--- config.mk ---
export PLATFORM = sky130hd
export DESIGN_NAME = sha256_feed
export DESIGN_NICKNAME = d
export VERILOG_FILES = /design/src/rtl/sha256_pkg.sv /design/src/rtl/sha256_pad_fill.sv /design/src/rtl/sha256_feed.sv
export SDC_FILE = /design/constraint.sdc
export NUM_CORES = 2
export LEC_CHECK = 0
export ABC_CLOCK_PERIOD_IN_PS = 3100
export BUFFER_PORTS_ARGS = -buffer_cell sky130_fd_sc_hd__buf_2
export CORE_AREA = 10 10 491 493
export DETAILED_ROUTE_END_ITERATION = 7
export DIE_AREA = 0 0 501 503
export GPL_TIMING_DRIVEN = 0
export SYNTH_ARGS = -nofsm -noshare
export SYNTH_HDL_FRONTEND = slang
export SYNTH_HIERARCHICAL = 1
export SYNTH_SLANG_ARGS = --single-unit
--- constraint.sdc ---
create_clock -name clk -period 3.1 [get_ports clk]
set_clock_uncertainty 0.1 [all_clocks]
set_input_delay 0.155 -clock clk [delete_from_list [all_inputs] [get_ports clk]]
set_output_delay 0.155 -clock clk [all_outputs]
set_load 0.05 [all_outputs]
--- src/rtl/sha256_pkg.sv ---
// Shared types and constants for the SHA-256 block feeder: chaining-state IVs,
// block/state typedefs and the feeder FSM encoding.
package sha256_pkg;

  typedef logic [63:0][7:0] block_t;
  typedef logic [7:0][31:0] state_t;

  typedef enum logic [2:0] {
    S_FILL,
    S_PAD,
    S_PAD2,
    S_ISSUE,
    S_GUARD,
    S_WAIT
  } feed_state_t;

  // Element [0] is H0, so the concatenations list H7 first.
  localparam state_t IV_SHA256 = {
    32'h5be0cd19, 32'h1f83d9ab, 32'h9b05688c, 32'h510e527f,
    32'ha54ff53a, 32'h3c6ef372, 32'hbb67ae85, 32'h6a09e667
  };

  localparam state_t IV_SHA224 = {
    32'hbefa4fa4, 32'h64f98fa7, 32'h68581511, 32'hffc00b31,
    32'hf70e5939, 32'h3070dd17, 32'h367cd507, 32'hc1059ed8
  };

endpackage

--- src/rtl/sha256_pad_fill.sv ---
// Combinational padding builder: keeps bytes below p, places 0x80 at p and the
// big-endian bit length in bytes 56..63 when it fits (pad2 builds a length-only block).
module sha256_pad_fill
  import sha256_pkg::*;
(
  input  block_t      base,
  input  logic [5:0]  p,
  input  logic [63:0] bit_len,
  input  logic        pad2,
  output block_t      blk,
  output logic        last_blk
);

  // Message byte b lives at packed element b^3 (big-endian within each word).
  always_comb begin
    blk      = '0;
    last_blk = 1'b1;
    if (!pad2) begin
      for (logic [6:0] b = 7'd0; b < 7'd64; b = b + 7'd1) begin
        if (b[5:0] < p) begin
          blk[b[5:0] ^ 6'd3] = base[b[5:0] ^ 6'd3];
        end else if (b[5:0] == p) begin
          blk[b[5:0] ^ 6'd3] = 8'h80;
        end
      end
      last_blk = (p <= 6'd55);
    end
    if (last_blk) begin
      blk[59:56] = bit_len[63:32];
      blk[63:60] = bit_len[31:0];
    end
  end

endmodule

--- src/rtl/sha256_feed.sv ---
// Byte-stream to 512-bit block feeder for the SHA-256 round core, with FIPS 180-4
// padding and chaining. Define SHA256_FEED_SHA224_EN for the SHA-224 IV and 7-word digest.
module sha256_feed
  import sha256_pkg::*;
#(
  parameter int LEN_W = 64
) (
  input  logic       clk,
  input  logic       rst,
  input  logic       s_valid,
  output logic       s_ready,
  input  logic [7:0] s_data,
  input  logic       s_last,
  output logic       blk_valid,
  output block_t     blk_data,
  output state_t     blk_state,
  input  logic       cmp_valid,
  input  state_t     cmp_res,
  output logic       digest_valid,
  output state_t     digest
);

`ifdef SHA256_FEED_SHA224_EN
  localparam state_t IV          = IV_SHA224;
  localparam state_t DIGEST_MASK = {32'h0, {7{32'hffffffff}}};
`else
  localparam state_t IV          = IV_SHA256;
  localparam state_t DIGEST_MASK = {8{32'hffffffff}};
`endif

  feed_state_t       state;
  logic [5:0]        idx;
  logic [LEN_W-1:0]  bit_len;
  logic              msg_start;
  logic              pad_next;
  logic              pad2_next;
  logic              final_blk;
  logic [63:0]       len64;
  block_t            pad_blk;
  logic              pad_final;

  always_comb begin
    len64              = '0;
    len64[LEN_W-1:0]   = bit_len;
  end

  // idx already equals the pad position: last index + 1, or 0 after a full block.
  sha256_pad_fill u_pad_fill (
    .base     (blk_data),
    .p        (idx),
    .bit_len  (len64),
    .pad2     (state == S_PAD2),
    .blk      (pad_blk),
    .last_blk (pad_final)
  );

  always_ff @(posedge clk) begin
    if (rst) begin
      state        <= S_FILL;
      idx          <= '0;
      bit_len      <= '0;
      msg_start    <= 1'b1;
      pad_next     <= 1'b0;
      pad2_next    <= 1'b0;
      final_blk    <= 1'b0;
      s_ready      <= 1'b0;
      blk_valid    <= 1'b0;
      digest_valid <= 1'b0;
      blk_data     <= '0;
      blk_state    <= IV;
      digest       <= '0;
    end else begin
      blk_valid    <= 1'b0;
      digest_valid <= 1'b0;
      case (state)
        S_FILL: begin
          s_ready <= 1'b1;
          if (s_valid && s_ready) begin
            blk_data[idx ^ 6'd3] <= s_data;
            idx                  <= idx + 6'd1;
            bit_len              <= bit_len + LEN_W'(8);
            if (msg_start) begin
              blk_state <= IV;
              msg_start <= 1'b0;
            end
            if (idx == 6'd63) begin
              state     <= S_ISSUE;
              blk_valid <= 1'b1;
              s_ready   <= 1'b0;
              pad_next  <= s_last;
              pad2_next <= 1'b0;
              final_blk <= 1'b0;
            end else if (s_last) begin
              state   <= S_PAD;
              s_ready <= 1'b0;
            end
          end
        end
        S_PAD, S_PAD2: begin
          blk_data  <= pad_blk;
          final_blk <= pad_final;
          pad2_next <= !pad_final;
          pad_next  <= 1'b0;
          blk_valid <= 1'b1;
          state     <= S_ISSUE;
        end
        S_ISSUE: state <= S_GUARD;
        // The core may still be showing out_valid from the previous block here.
        S_GUARD: state <= S_WAIT;
        S_WAIT: begin
          if (cmp_valid) begin
            blk_state <= cmp_res;
            if (final_blk) begin
              digest       <= cmp_res & DIGEST_MASK;
              digest_valid <= 1'b1;
              idx          <= '0;
              bit_len      <= '0;
              msg_start    <= 1'b1;
              final_blk    <= 1'b0;
              s_ready      <= 1'b1;
              state        <= S_FILL;
            end else if (pad2_next) begin
              state <= S_PAD2;
            end else if (pad_next) begin
              idx   <= '0;
              state <= S_PAD;
            end else begin
              idx     <= '0;
              s_ready <= 1'b1;
              state   <= S_FILL;
            end
          end
        end
        default: state <= S_FILL;
      endcase
    end
  end

endmodule

## After elaboration in Yosys (flattened, before gate mapping)

Cells that the tools add are included.
Widths: inputs -> output; s select.

- Reductions and logical operators: 82
- Bitwise gates (word level): 3
- Muxes and demuxes: 181
- $add $sub $neg: 2
- Equality and inequality tests: 141
- Order comparisons: 67

Operators by type and width:

| operator | number |
|---|---|
| $mux 8 | 129 |
| $mux 512 | 2 |
| $pmux 512 s2 | 1 |
| $mux 256 | 3 |
| $bwmux 512 | 1 |
| $pmux 256 s2 | 1 |
| $mux 64 | 4 |
| $reduce_and 3->1 | 67 |
| $eq 6x6->1 const A | 32 |
| $lt 6x6->1 const A | 32 |
| $ne 3x2->1 const B | 56 |
| $pmux 64 s2 | 1 |
| $eq 5x6->1 const A | 16 |
| $lt 5x6->1 const A | 16 |
| $add 64x4->64 const B | 1 |
| $demux 8 s6 | 1 |
| $eq 4x6->1 const A | 8 |
| $lt 4x6->1 const A | 8 |
| $ne 4x3->1 const B | 8 |
| $eq 3x6->1 const A | 4 |
| $lt 3x6->1 const A | 4 |
| $mux 6 | 4 |
| $mux 1 | 20 |
| $reduce_and 4->1 | 5 |
| 30 further kinds | 52 |

- Output and inout port bits: 1027
- Bits in registers: 1104
- Word-level logic and storage cells: 566
- Bits of input ports: 269

## Depth between registers and ports, before layout

- Depth after elaboration: 8
- Mapped depth: 12
- Mapped depth without buffers: 8

## By module

Netlist, hierarchy kept.

Modules (own cells, without submodules):

| module | cells each | instances | area an instance (um^2) | seq. area each (um^2) |
|---|---|---|---|---|
| sha256_feed | 5217 | 1 | 42963.7 | 22041.1 |
| sha256_pad_fill | 818 | 1 | 5046.1 | 0.0 |

## Worst setup path after synthesis

No wires, ideal clock.

- Path kind: register to register
- Start: register s_ready
- End: register blk_data[111] (netlist name)
- Data required time: 2.868 ns
- Data arrival time: 2.445 ns
- Path slack: 0.423 ns
- Stages on the path, launching flop included: 8
- Library setup time: 0.132 ns
- Clock period less this slack: 2.677 ns
- Buffers on the path: 2
- Cell sequence: dfxtp_1 > nand2_1 > buf_2 > nor4_4 > buf_4 > nand2_2 > a221oi_1 > nor3_1

- Word-level cells in the longest chain between the ends: 3

RTL lines:

| element | RTL line | text |
|---|---|---|
| from (decl) | sha256_feed.sv:11 | `output logic s_ready,` |
| from (signal assigned) | sha256_feed.sv:66 | `s_ready <= 1'b0;` |
| from (signal assigned) | sha256_feed.sv:77 | `s_ready <= 1'b1;` |
| from (signal assigned) | sha256_feed.sv:89 | `s_ready <= 1'b0;` |
| $logic_and 1x1->1 | sha256_feed.sv:78 | `if (s_valid && s_ready) begin` |
| $ne 2x2->1 (no source line) | n/a |  |
| $reduce_and 3->1 (no source line) | n/a |  |
| to (signal, indexed assignment) | sha256_feed.sv:79 | `blk_data[idx ^ 6'd3] <= s_data;` |
| to (signal assigned) | sha256_feed.sv:100 | `blk_data <= pad_blk;` |
| to (decl) | sha256_feed.sv:15 | `output block_t blk_data,` |

No other way between the ends.
A chain may end at the register's enable or synchronous reset.

==> results by group <==
Placed design
  • I/O Buffers: 1295
  • Area after DPL: about 58000 um^2
  • Dpl hpwl: ~270000 um
  • Final GP Congestion: 1.030

STA
  • Worst Hold Slack: 0.06452 ns
  • Fin. Hold Viols: 0
  • Tmin final: around 3.1 ns
  • Setup TNS: -0.2582 ns
  • Slew @ Worst Pin: 1.438 ns
  • Slew headroom: under 10%
  • Final worst-path cycle share: 101.5%
  • F_max: 0.3177 GHz
  • Final setup vio count: 13
  • Max-slew violation total from the final report: 0
  • Unrepaired setup endpoints after global routing: yes
  • Setup ws final: -0.04757 ns

Route
  • Vias: 56980
  • Initial detailed-routing violation count: 7118
  • Antenna Nets Post-Route: 0
  • Drt via density: 5.201
  • Drt total wl: 339100 um
  • WL per Instance: a little over 30 um
  • Drc violations: 0
  • Initial DRT Pass Iterations: 6

Job
  • Max-Cap Viols: 0

Yosys
  • Ys Warns: 6
  • Prevailing post-synth register cell: dfxtp_1
  • Yosys top cell area share: 45.91%
  • Netlist cell types: 79
  • Synthesized area per cell: roughly 8.0 um^2
  • Post-synthesis register bit count: approximately 1100
  • Register area share after synthesis: 45.91%
  • Largest area contributor in the netlist: dfxtp_1
  • Post-synthesis instance total: 6035
  • Synthesized area: 48010 um^2
  • Ranking of synthesized cells by area: dfxtp_1 46%, a221oi_1 9.4%, nor3_1 7.0%
  • Number of flops mapped to enable cells by yosys: 0
  • Ys async rst share: 0%

Floorplanning
  • I/O pins: 1296
  • Die area: 252000 um^2
  • Chip width: around 500 um
  • Die height: 503 um
  • Initial core utilization: between 20% and 30%
  • Total core area: 231400 um^2
  • Std-Cell Rows: 177

Pwr
  • Flop pwr share: between 30% and 40%
  • Leakage: about 27 nW
  • Sw frac: ~33%
  • Peak supply drop: 393.8 uV
  • P per Cell Area: 583.4 nW/um^2
  • Clk pwr share: 42.7%
  • Psw: roughly 0.013 W
  • P_int: 0.02594 W
  • Gate power share: 17.8%

Setup path
  • Crit path required time: 3.67 ns
  • CP Max Fanout: 12
  • Startpoint types: register
  • WS Path Type: register to register
  • Worst Path Arrival: 3.72 ns
  • Worst Setup End Kind: register

CTS
  • CTS tree: built
  • Clock sink total: 1101
  • Clock Path Buffers: 3
  • H-tree Lvls: 4
  • Total CTS buffers: 132
  • Root Buffer: clkbuf_16
  • Clock Latency Late Sink: 0.81 ns
  • Clock slew at reported path FFs: 0.06 ns

GRT
  • Initial antenna violation count: 41
  • Global-route wire length before repair: 450000 um
  • Total GRT Usage: 25.29%
  • Total congestion overflow: 0
  • Pin count of the biggest net entering global routing: 17
  • Number of global-route vias before repair: 52690

Status
  • Status: finished, violations left
  • Failing checks: negative setup slack

Layout
  • Share of layout cells above drive strength 1: 23.10%
  • Design area: 66470 um^2
  • Final core utilization: between 20% and 30%
  • Layout area overhead: 38.46%
  • Final Net Count: ~8100

Min path
  • Worst min path class: input port to register
[power groups by stage]
stage	Combinational, W	Clock (W)	Sequential, W
finish	0.00692	0.0165	0.0153
CTS	0.00688	0.0167	0.0153
global route	0.00721	0.0173	0.0154
detailed placement	0.00654	0	0.0156
global placement	0.00653	0	0.0156
floorplan	0.00199	0	0.0175
[layer usage]
metal | up-vias | routed length, um | GRT usage [%]
li1 | 24930 | - | -
met1 | 27320 | 117300 | 27.79
met2 | 3832 | 151500 | 39.99
met3 | 886 | 36400 | 7.811
met4 | 10 | 33870 | 21.17
met5 | - | 59 | 0
[critical path, cell delays in order (launching register included)]
cell and delay, ns:
dfxtp_1 0.49, buf_4 0.30, buf_6 0.17, nor3_1 0.87
a21oi_1 0.56, a32o_1 0.36, nor2_1 0.10, nor3_1 0.05
[cell type report]
type / instances / area, um^2
antenna: 30 / 75.07
clock inverter: 48 / 743.2
buffer: 583 / 2555
multi-input combinational: 4328 / 23690
clock buffer: 184 / 3780
tap: 3043 / 3807
inverter: 21 / 78.83
sequential: 1101 / 22040
timing repair buffer: 1617 / 9701
fill: 24980 / 165000
[cell usage in the layout, fill, tap and decap left out, drive strengths merged, types with 165 or more instances in the layout]
master / netlist / final
a21oi: 459 / 459
a221oi: 514 / 514
and2: 426 / 426
buf: 194 / 1519
clkbuf: 393 / 574
dfxtp: 1101 / 1101
dlygate4sd3: 0 / 290
nand2: 798 / 798
nand3: 165 / 165
nor2: 742 / 742
nor3: 670 / 670
o21ai: 185 / 185
[per-stage QoR]
| stage | total power (W) | setup WS [ns] | instances |
|---|---|---|---|
| 2_1_floorplan | 0.01950 | 0.4228 | 6037 |
| 3_3_place_gp | 0.02211 | -2.526 | 10380 |
| 3_5_place_dp | 0.02213 | -1.736 | 10390 |
| 4_1_cts | 0.03889 | 0.0004139 | 10920 |
| 5_1_grt | 0.03984 | -0.03790 | 10940 |
| 6_report | 0.03878 | -0.04757 | 10960 |
[sequential cells by signal (all words and copies together), names as in the netlist]
name,count
msg_start,1
s_ready,1
pad2_next,1
final_blk,1
pad_next,1
blk_state,256
blk_data,512
blk_valid,1
digest_valid,1
idx,6
bit_len,61
state,3
digest,256
[Yosys cell counts, types with 4 or more instances]
master,number
nor2b_1,11
buf_4,28
a211oi_2,9
and4_1,5
inv_1,20
a31oi_1,7
buf_1,75
a22oi_1,5
nor2_1,738
xor2_1,6
and3_1,35
o21ai_0,184
a22o_1,35
o21a_1,15
nor2_2,4
dfxtp_1,1101
buf_2,87
nor4_1,16
or2_2,6
a32o_1,5
nand4_1,33
buf_6,4
mux2i_1,4
or4_1,12
clkbuf_1,390
o31a_1,5
nand2_1,796
nand2b_1,11
a221oi_1,513
nor4_4,12
nand3_1,165
a21oi_1,459
xnor2_1,24
nor3_1,668
and2_1,425
or3_1,20
a211oi_1,5
o31ai_1,15
nor3b_1,18
nand3b_1,5
[worst paths after layout]
kind	start	to	slack (ns)	depth (start not counted)
setup / recovery	idx[4]	blk_data[55]	-0.05	7
setup reg to reg	idx[4]	blk_data[55]	-0.05	7
hold reg to reg	blk_state[95]	blk_state[95]	0.35	2
hold / removal	cmp_res[201]	digest[201]	0.06	4
[logic make-up after synthesis]
family                     share of synthesized area [%]
xor gates and xnor gates                          0.5473
adders and majority gates                        0.05211
buffers and inverters                              5.270
AOI/OAI and AO/OA                                  18.47
other                                           0.007811
muxes                                            0.08340
DFF                                                45.91
and+or+nand+nor                                    29.66
[repair_timing]
| action | CTS | global route |
|---|---|---|
| gates resized for setup | 73 | 89 |
| hold endpoints to repair | 525 | 0 |
| endpoints found under the setup margin | 1080 | 463 |
| buffers inserted | 20 | 2 |
| hold buffers | 290 | 0 |
| pin swaps | 10 | 2 |
(Power assumes the default switching activity.)
